==> src/rtl/prvp_dc_fifo_pkg.sv <==
// Shared definitions for both halves of the dual-clock token-ring FIFO.
//   WRITE_TOKEN_RESET  - reset value of the two-adjacent-ones write token (bits 2,3)
//   READ_POINTER_RESET - reset value of the one-hot read pointer (bit 3)
//   rotl1 / rotr1      - rotate the low 'width' bits of a vector by one place
package prvp_dc_fifo_pkg;

   localparam int unsigned WRITE_TOKEN_RESET  = 'hC;
   localparam int unsigned READ_POINTER_RESET = 'h8;
   localparam int unsigned MAX_DEPTH          = 64;

   // Bits at and above 'width' are cleared, so callers may cast down freely.
   function automatic logic [MAX_DEPTH-1:0] rotl1(input logic [MAX_DEPTH-1:0] v,
                                                  input int unsigned width);
      logic [MAX_DEPTH-1:0] mask;
      mask = (MAX_DEPTH'(1) << width) - MAX_DEPTH'(1);
      return ((v << 1) | ((v & mask) >> (width - 1))) & mask;
   endfunction

   function automatic logic [MAX_DEPTH-1:0] rotr1(input logic [MAX_DEPTH-1:0] v,
                                                  input int unsigned width);
      logic [MAX_DEPTH-1:0] mask;
      mask = (MAX_DEPTH'(1) << width) - MAX_DEPTH'(1);
      return (((v & mask) >> 1) | (v << (width - 1))) & mask;
   endfunction

endpackage

==> src/rtl/prvp_dc_synchronizer.sv <==
// Two-flop synchronizer for a multi-bit, gray/one-hot style bus.
//   clk   - destination clock
//   rstn  - asynchronous active-low reset, loads RESET_VALUE into both stages
//   d     - asynchronous input bus
//   q     - synchronized output bus
module prvp_dc_synchronizer #(
   parameter int unsigned       WIDTH       = 8,
   parameter logic [WIDTH-1:0]  RESET_VALUE = '0
) (
   input  logic             clk,
   input  logic             rstn,
   input  logic [WIDTH-1:0] d,
   output logic [WIDTH-1:0] q
);

   logic [WIDTH-1:0] meta;

   always_ff @(posedge clk or negedge rstn) begin
      if (!rstn) begin
         meta <= RESET_VALUE;
         q    <= RESET_VALUE;
      end else begin
         meta <= d;
         q    <= meta;
      end
   end

endmodule

==> src/rtl/prvp_dc_token_ring.sv <==
// Rotating token register: rotates left by one place when enable is high.
//   clk    - clock
//   rstn   - asynchronous active-low reset, loads RESET_VALUE
//   enable - advance the token by one position
//   state  - registered token, safe to send across a clock domain
module prvp_dc_token_ring #(
   parameter int unsigned       WIDTH       = 8,
   parameter logic [WIDTH-1:0]  RESET_VALUE = 'hC
) (
   input  logic             clk,
   input  logic             rstn,
   input  logic             enable,
   output logic [WIDTH-1:0] state
);

   always_ff @(posedge clk or negedge rstn) begin
      if (!rstn)
         state <= RESET_VALUE;
      else if (enable)
         state <= {state[WIDTH-2:0], state[WIDTH-1]};
   end

endmodule

==> src/rtl/prvp_dc_token_ring_fifo_din.sv <==
// Write half of the dual-clock token-ring FIFO (producer clock domain).
// Stores words in a BUFFER_DEPTH register buffer, publishes a two-bit write
// token to the read half and detects full from the synchronized read pointer.
//   clk          - write-domain clock
//   rst          - asynchronous active-high reset
//   data/valid   - producer word and its valid
//   ready        - word accepted on valid & ready at rising clk
//   write_token  - registered token ring to the read half
//   read_pointer - one-hot read slot from the read half (asynchronous)
//   data_async   - combinational buffer word at read_pointer
// Build option: PRVP_DC_FIFO_DIN_BUFFER_RESET_EN clears the buffer on rst.
module prvp_dc_token_ring_fifo_din
   import prvp_dc_fifo_pkg::*;
#(
   parameter int unsigned DATA_WIDTH   = 10,
   parameter int unsigned BUFFER_DEPTH = 8
) (
   input  logic                    clk,
   input  logic                    rst,
   input  logic [DATA_WIDTH-1:0]   data,
   input  logic                    valid,
   output logic                    ready,
   output logic [BUFFER_DEPTH-1:0] write_token,
   input  logic [BUFFER_DEPTH-1:0] read_pointer,
   output logic [DATA_WIDTH-1:0]   data_async
);

   logic                    rstn;
   logic                    accept;
   logic [BUFFER_DEPTH-1:0] write_pointer;
   logic [BUFFER_DEPTH-1:0] rp_sync;
   logic [DATA_WIDTH-1:0]   buffer [BUFFER_DEPTH];

   assign rstn   = ~rst;
   assign accept = valid & ready;

   prvp_dc_token_ring #(
      .WIDTH       (BUFFER_DEPTH),
      .RESET_VALUE (BUFFER_DEPTH'(WRITE_TOKEN_RESET))
   ) u_token_ring (
      .clk    (clk),
      .rstn   (rstn),
      .enable (accept),
      .state  (write_token)
   );

   prvp_dc_synchronizer #(
      .WIDTH       (BUFFER_DEPTH),
      .RESET_VALUE (BUFFER_DEPTH'(READ_POINTER_RESET))
   ) u_rp_sync (
      .clk  (clk),
      .rstn (rstn),
      .d    (read_pointer),
      .q    (rp_sync)
   );

   // The upper of the two token bits is the slot written next.
   assign write_pointer = write_token &
                          BUFFER_DEPTH'(rotl1(MAX_DEPTH'(write_token), BUFFER_DEPTH));

   // Full when the slot after the write pointer is still being read; rp_sync
   // lags the real pointer, so this can only under-report free space.
   assign ready = ~|(BUFFER_DEPTH'(rotl1(MAX_DEPTH'(write_pointer), BUFFER_DEPTH)) & rp_sync);

`ifdef PRVP_DC_FIFO_DIN_BUFFER_RESET_EN
   always_ff @(posedge clk or posedge rst) begin
      if (rst) begin
         for (int i = 0; i < BUFFER_DEPTH; i++)
            buffer[i] <= '0;
      end else begin
         for (int i = 0; i < BUFFER_DEPTH; i++)
            if (accept && write_pointer[i])
               buffer[i] <= data;
      end
   end
`else
   always_ff @(posedge clk) begin
      for (int i = 0; i < BUFFER_DEPTH; i++)
         if (accept && write_pointer[i])
            buffer[i] <= data;
   end
`endif

   // AND-OR mux: no clk dependence, read in the consumer domain.
   always_comb begin
      data_async = '0;
      for (int i = 0; i < BUFFER_DEPTH; i++)
         if (read_pointer[i])
            data_async = data_async | buffer[i];
   end

endmodule

==> config.mk <==
export PLATFORM = sky130hd
export DESIGN_NAME = prvp_dc_token_ring_fifo_din
export DESIGN_NICKNAME = d
export VERILOG_FILES = /design/src/rtl/prvp_dc_fifo_pkg.sv /design/src/rtl/prvp_dc_synchronizer.sv /design/src/rtl/prvp_dc_token_ring.sv /design/src/rtl/prvp_dc_token_ring_fifo_din.sv
export SDC_FILE = /design/constraint.sdc
export NUM_CORES = 1
export LEC_CHECK = 0
export CORE_ASPECT_RATIO = 1.75
export CORE_MARGIN = 1.5
export CORE_UTILIZATION = 30
export DETAILED_ROUTE_END_ITERATION = 7
export GPL_ROUTABILITY_DRIVEN = 0
export PLACE_DENSITY = 0.45
export REMOVE_ABC_BUFFERS = 1
export SLEW_MARGIN = 30
export SYNTH_ARGS = -nofsm -noshare
export SYNTH_HDL_FRONTEND = slang
export SYNTH_SLANG_ARGS = --single-unit
export TNS_END_PERCENT = 20
==> constraint.sdc <==
create_clock -name clk -period 4.05 [get_ports clk]
set_clock_uncertainty 0.2 [all_clocks]
set_input_delay 0.6075 -clock clk [delete_from_list [all_inputs] [get_ports clk]]
set_output_delay 0.6075 -clock clk [all_outputs]
set_load 0.1 [all_outputs]
==> summary.md <==
| Metric | Value |
|---|---|
| GRT Util Overall | 14.3% |
| Ports | 40 |
| Number of iterations in the first detailed-routing pass | 4 |
| Most common cell in the synthesized netlist | sky130_fd_sc_hd__edfxtp_1 |
| CTS Root Cell | sky130_fd_sc_hd__clkbuf_16 |
| Final Hold Violating Endpoints | 0 |
| Worst Max-Slew Pin Slew | 0.971 ns |
| DR WL met3 | 222 um |
| Cell area reported after detailed placement | 4130 um^2 |
| Critical-path maximum fanout | 11 |
| Via count of the first global-routing pass | 2114 |
| Standard-cell rows | 53 |
| Total DRC errors in the routed layout | 0 |
| Share of the clock period used by the worst path | 74.6% |
| Power density over the cells | 473 nW/um^2 |
| Routed wire length | 8330 um |
| Clock period minus worst slack | 3.02 ns |
| Ordered cell list for the critical path | clkdlybuf4s50_1 -> a22oi_1 -> nand4_1 -> buf_4 |
| Nets@finish | 251 |
| Inserted Clock Buffers | 9 |
| Run status | finished clean |
| Post-DR wirelength/cell | 22.4 um |
| Critical Path Slowest Stage Cell | sky130_fd_sc_hd__clkdlybuf4s50_1 |
| Clock network latency to the later pin of the worst-skew pair | 0.34 ns |
| Max incr delay on CP | 0.92 ns |
| Setup repair after global routing missed its margin | no |
| Worst Hold Class | reg2reg |
| Top FF cell, synth | sky130_fd_sc_hd__edfxtp_1 |
| H-tree Lvls | 3 |
| Die boundary height | 149 um |
| Slew HR | 35.1% |
| Sequential cell area | 3010 um^2 |
| Top cells by area in the synthesized netlist | sky130_fd_sc_hd__edfxtp_1 (66%), sky130_fd_sc_hd__dfrtp_1 (14%), sky130_fd_sc_hd__a22oi_1 (8.3%) |
| Fmax | 0.331 GHz |
| Via count normalized by instance count | 5.10 |
| Final setup violation count | 0 |
| First-pass GRT wire length | 12800 um |
| Leak | 1.54 nW |
| Most frequent cells after synthesis | sky130_fd_sc_hd__edfxtp_1 (80), sky130_fd_sc_hd__a22oi_1 (40), sky130_fd_sc_hd__dfrtp_1 (20) |
| Total setup buffers inserted after CTS | 0 |
| Maximum number of pins on one net before global-route repair | 25 |
| Clk buf depth | 2 |
| Worst hold-check slack | 0.147 ns |
| Final-layout fill cell count | 1127 |
| Max-cap violations | 0 |
| Initial antenna violation count | 0 |
| Post-synthesis cell count | 189 |
| Proportion of synthesized chip area in sequential cells | 82.6% |
| Crit path launch type | input port |
| Clock-pin slew on the worst setup and hold paths | 0.06 ns |
| VDD IR-drop max | 0.195 mV |
| Floorplan die width | 86.3 um |
| Routed via count | 1896 |
| Die Area | 12800 um^2 |
| Sum of negative setup slack | 0 ns |
| TritonCTS clock tree | done |
| Final Total Pwr | 2.10 mW |
| Data arrival time at the worst-slack endpoint | 2.21 ns |
| Proportion of synthesized flip-flops having asynchronous set or reset | 23.1% |
| Crit. End Element | output pin |
| Initial Utilization | 30.5% |
| Placed wire-length estimate | 5220 um |
| Met2 wire length | 4530 um |
| Proportion of netlist area held by the largest area contributor | 66.0% |
| Required @ worst endpoint | 3.24 ns |
| Routed metal-1 wirelength | 3360 um |
| Post-synthesis cell type count | 14 |
| Count of antenna-violating nets left after detailed routing | 0 |
| Number of flops mapped to enable cells by yosys | 80 |
| Final Max Slew Viols | 0 |
| Hold-fix buffer count after cts | 0 |
| Warnings, synthesis | 0 |
| Cell taking the most area after synthesis | sky130_fd_sc_hd__edfxtp_1 |
| Number of gates resized after cts | 0 |
| Share of layout cells above drive strength 1 | 16.6% |
| Worst Path Class, Setup | in2out |
| Max Used Layer | met4 |
| Post-synthesis register bit count | 104 |
| Congestion Overflow GR | 0 |
| Count of inserted antenna diode cells | 0 |
| Number of DRC violations after detailed-routing iteration 0 | 99 |
| Total non-filler cell area in the finished layout | 4430 um^2 |
| Synthesis-to-layout area growth | 21.7% |
| Area taken by multi-input logic gates | 583 um^2 |
| Port Buffers | 39 |
| Core region area | 11900 um^2 |
| Post-Syn Area | 3640 um^2 |
| Clock net sink count | 104 |
| Average cell area after synthesis | 19.3 um^2 |
kinds of logic (layout without fill, tap and decap cells):
logic type	count (synthesis)	count (layout)	share of synthesized area [%]
buf+inv	11	57	1.34
mux	8	8	2.68
flops	104	104	82.6
compound gates	46	46	9.69
simple gates	20	20	3.64
sequential cells by signal, summed over array words and instances, names as in the netlist:
register            count
u_token_ring.state      8
u_rp_sync.q             8
u_rp_sync.meta          8
buffer                 80
worst paths after layout:
check,startpoint,to,slack (ns),depth (start not counted)
setup / recovery,read_pointer[2],data_async[5],1.03,4
hold / removal,u_rp_sync.meta[1],u_rp_sync.q[1],0.15,0
setup reg to reg,u_token_ring.state[6],buffer[0][30],1.14,4
hold reg to reg,u_rp_sync.meta[1],u_rp_sync.q[1],0.15,0
max in group asynchronous,rst,u_token_ring.state[3],2.88,2
min in group asynchronous,rst,u_rp_sync.q[0],0.40,2
layer usage:
metal  track usage [%]  vias to the layer above
li1                  -                      861
met1              16.3                      980
met2              25.4                       40
met3              3.33                       15
met4              5.89                        0
met5                 0                        -
where the power goes:
group	leakage (nW)	total, mW	switching (mW)	internal [mW]
logic	0.393	0.0970	0.0664	0.0306
registers	1.01	1.16	0.00222	1.16
clock network	0.144	0.839	0.352	0.487
layout make-up:
cell class	instances	share of cell area (%)
Sequential cell	104	67.9
Multi-Input combinational cell	74	13.2
Timing Repair Buffer	39	8.19
Clock buffer	14	6.44
Tap cell	137	3.87
Clock inverter	2	0.282
Inverter	2	0.169
placed cells by master (no fill, tap or decap), drive strengths merged:
cell type | Yosys | layout
a22oi | 40 | 40
a22o | 6 | 6
nand4 | 10 | 10
clkinv | 0 | 1
clkdlybuf4s50 | 0 | 28
dfstp | 4 | 4
dfrtp | 20 | 20
mux2 | 8 | 8
nor2 | 1 | 1
and3 | 8 | 8
edfxtp | 80 | 80
nor3 | 1 | 1
clkbuf | 8 | 14
inv | 2 | 2
clkinvlp | 0 | 1
buf | 1 | 11
stage by stage:
step	setup slack (ns)	util [%]	std cells
floorplan	0.604	-	180
global placement	0.973	34.6	356
detailed placement	0.988	34.6	356
CTS	1.01	37.1	372
global route	0.918	37.1	372
finish	1.03	37.1	372
worst max-delay path, delay by kind of cell:
family	cells	cell delay (ns)
buf+inv	2	1.23
compound gates	1	0.22
simple gates	1	0.15
(Power assumes the default switching activity.)
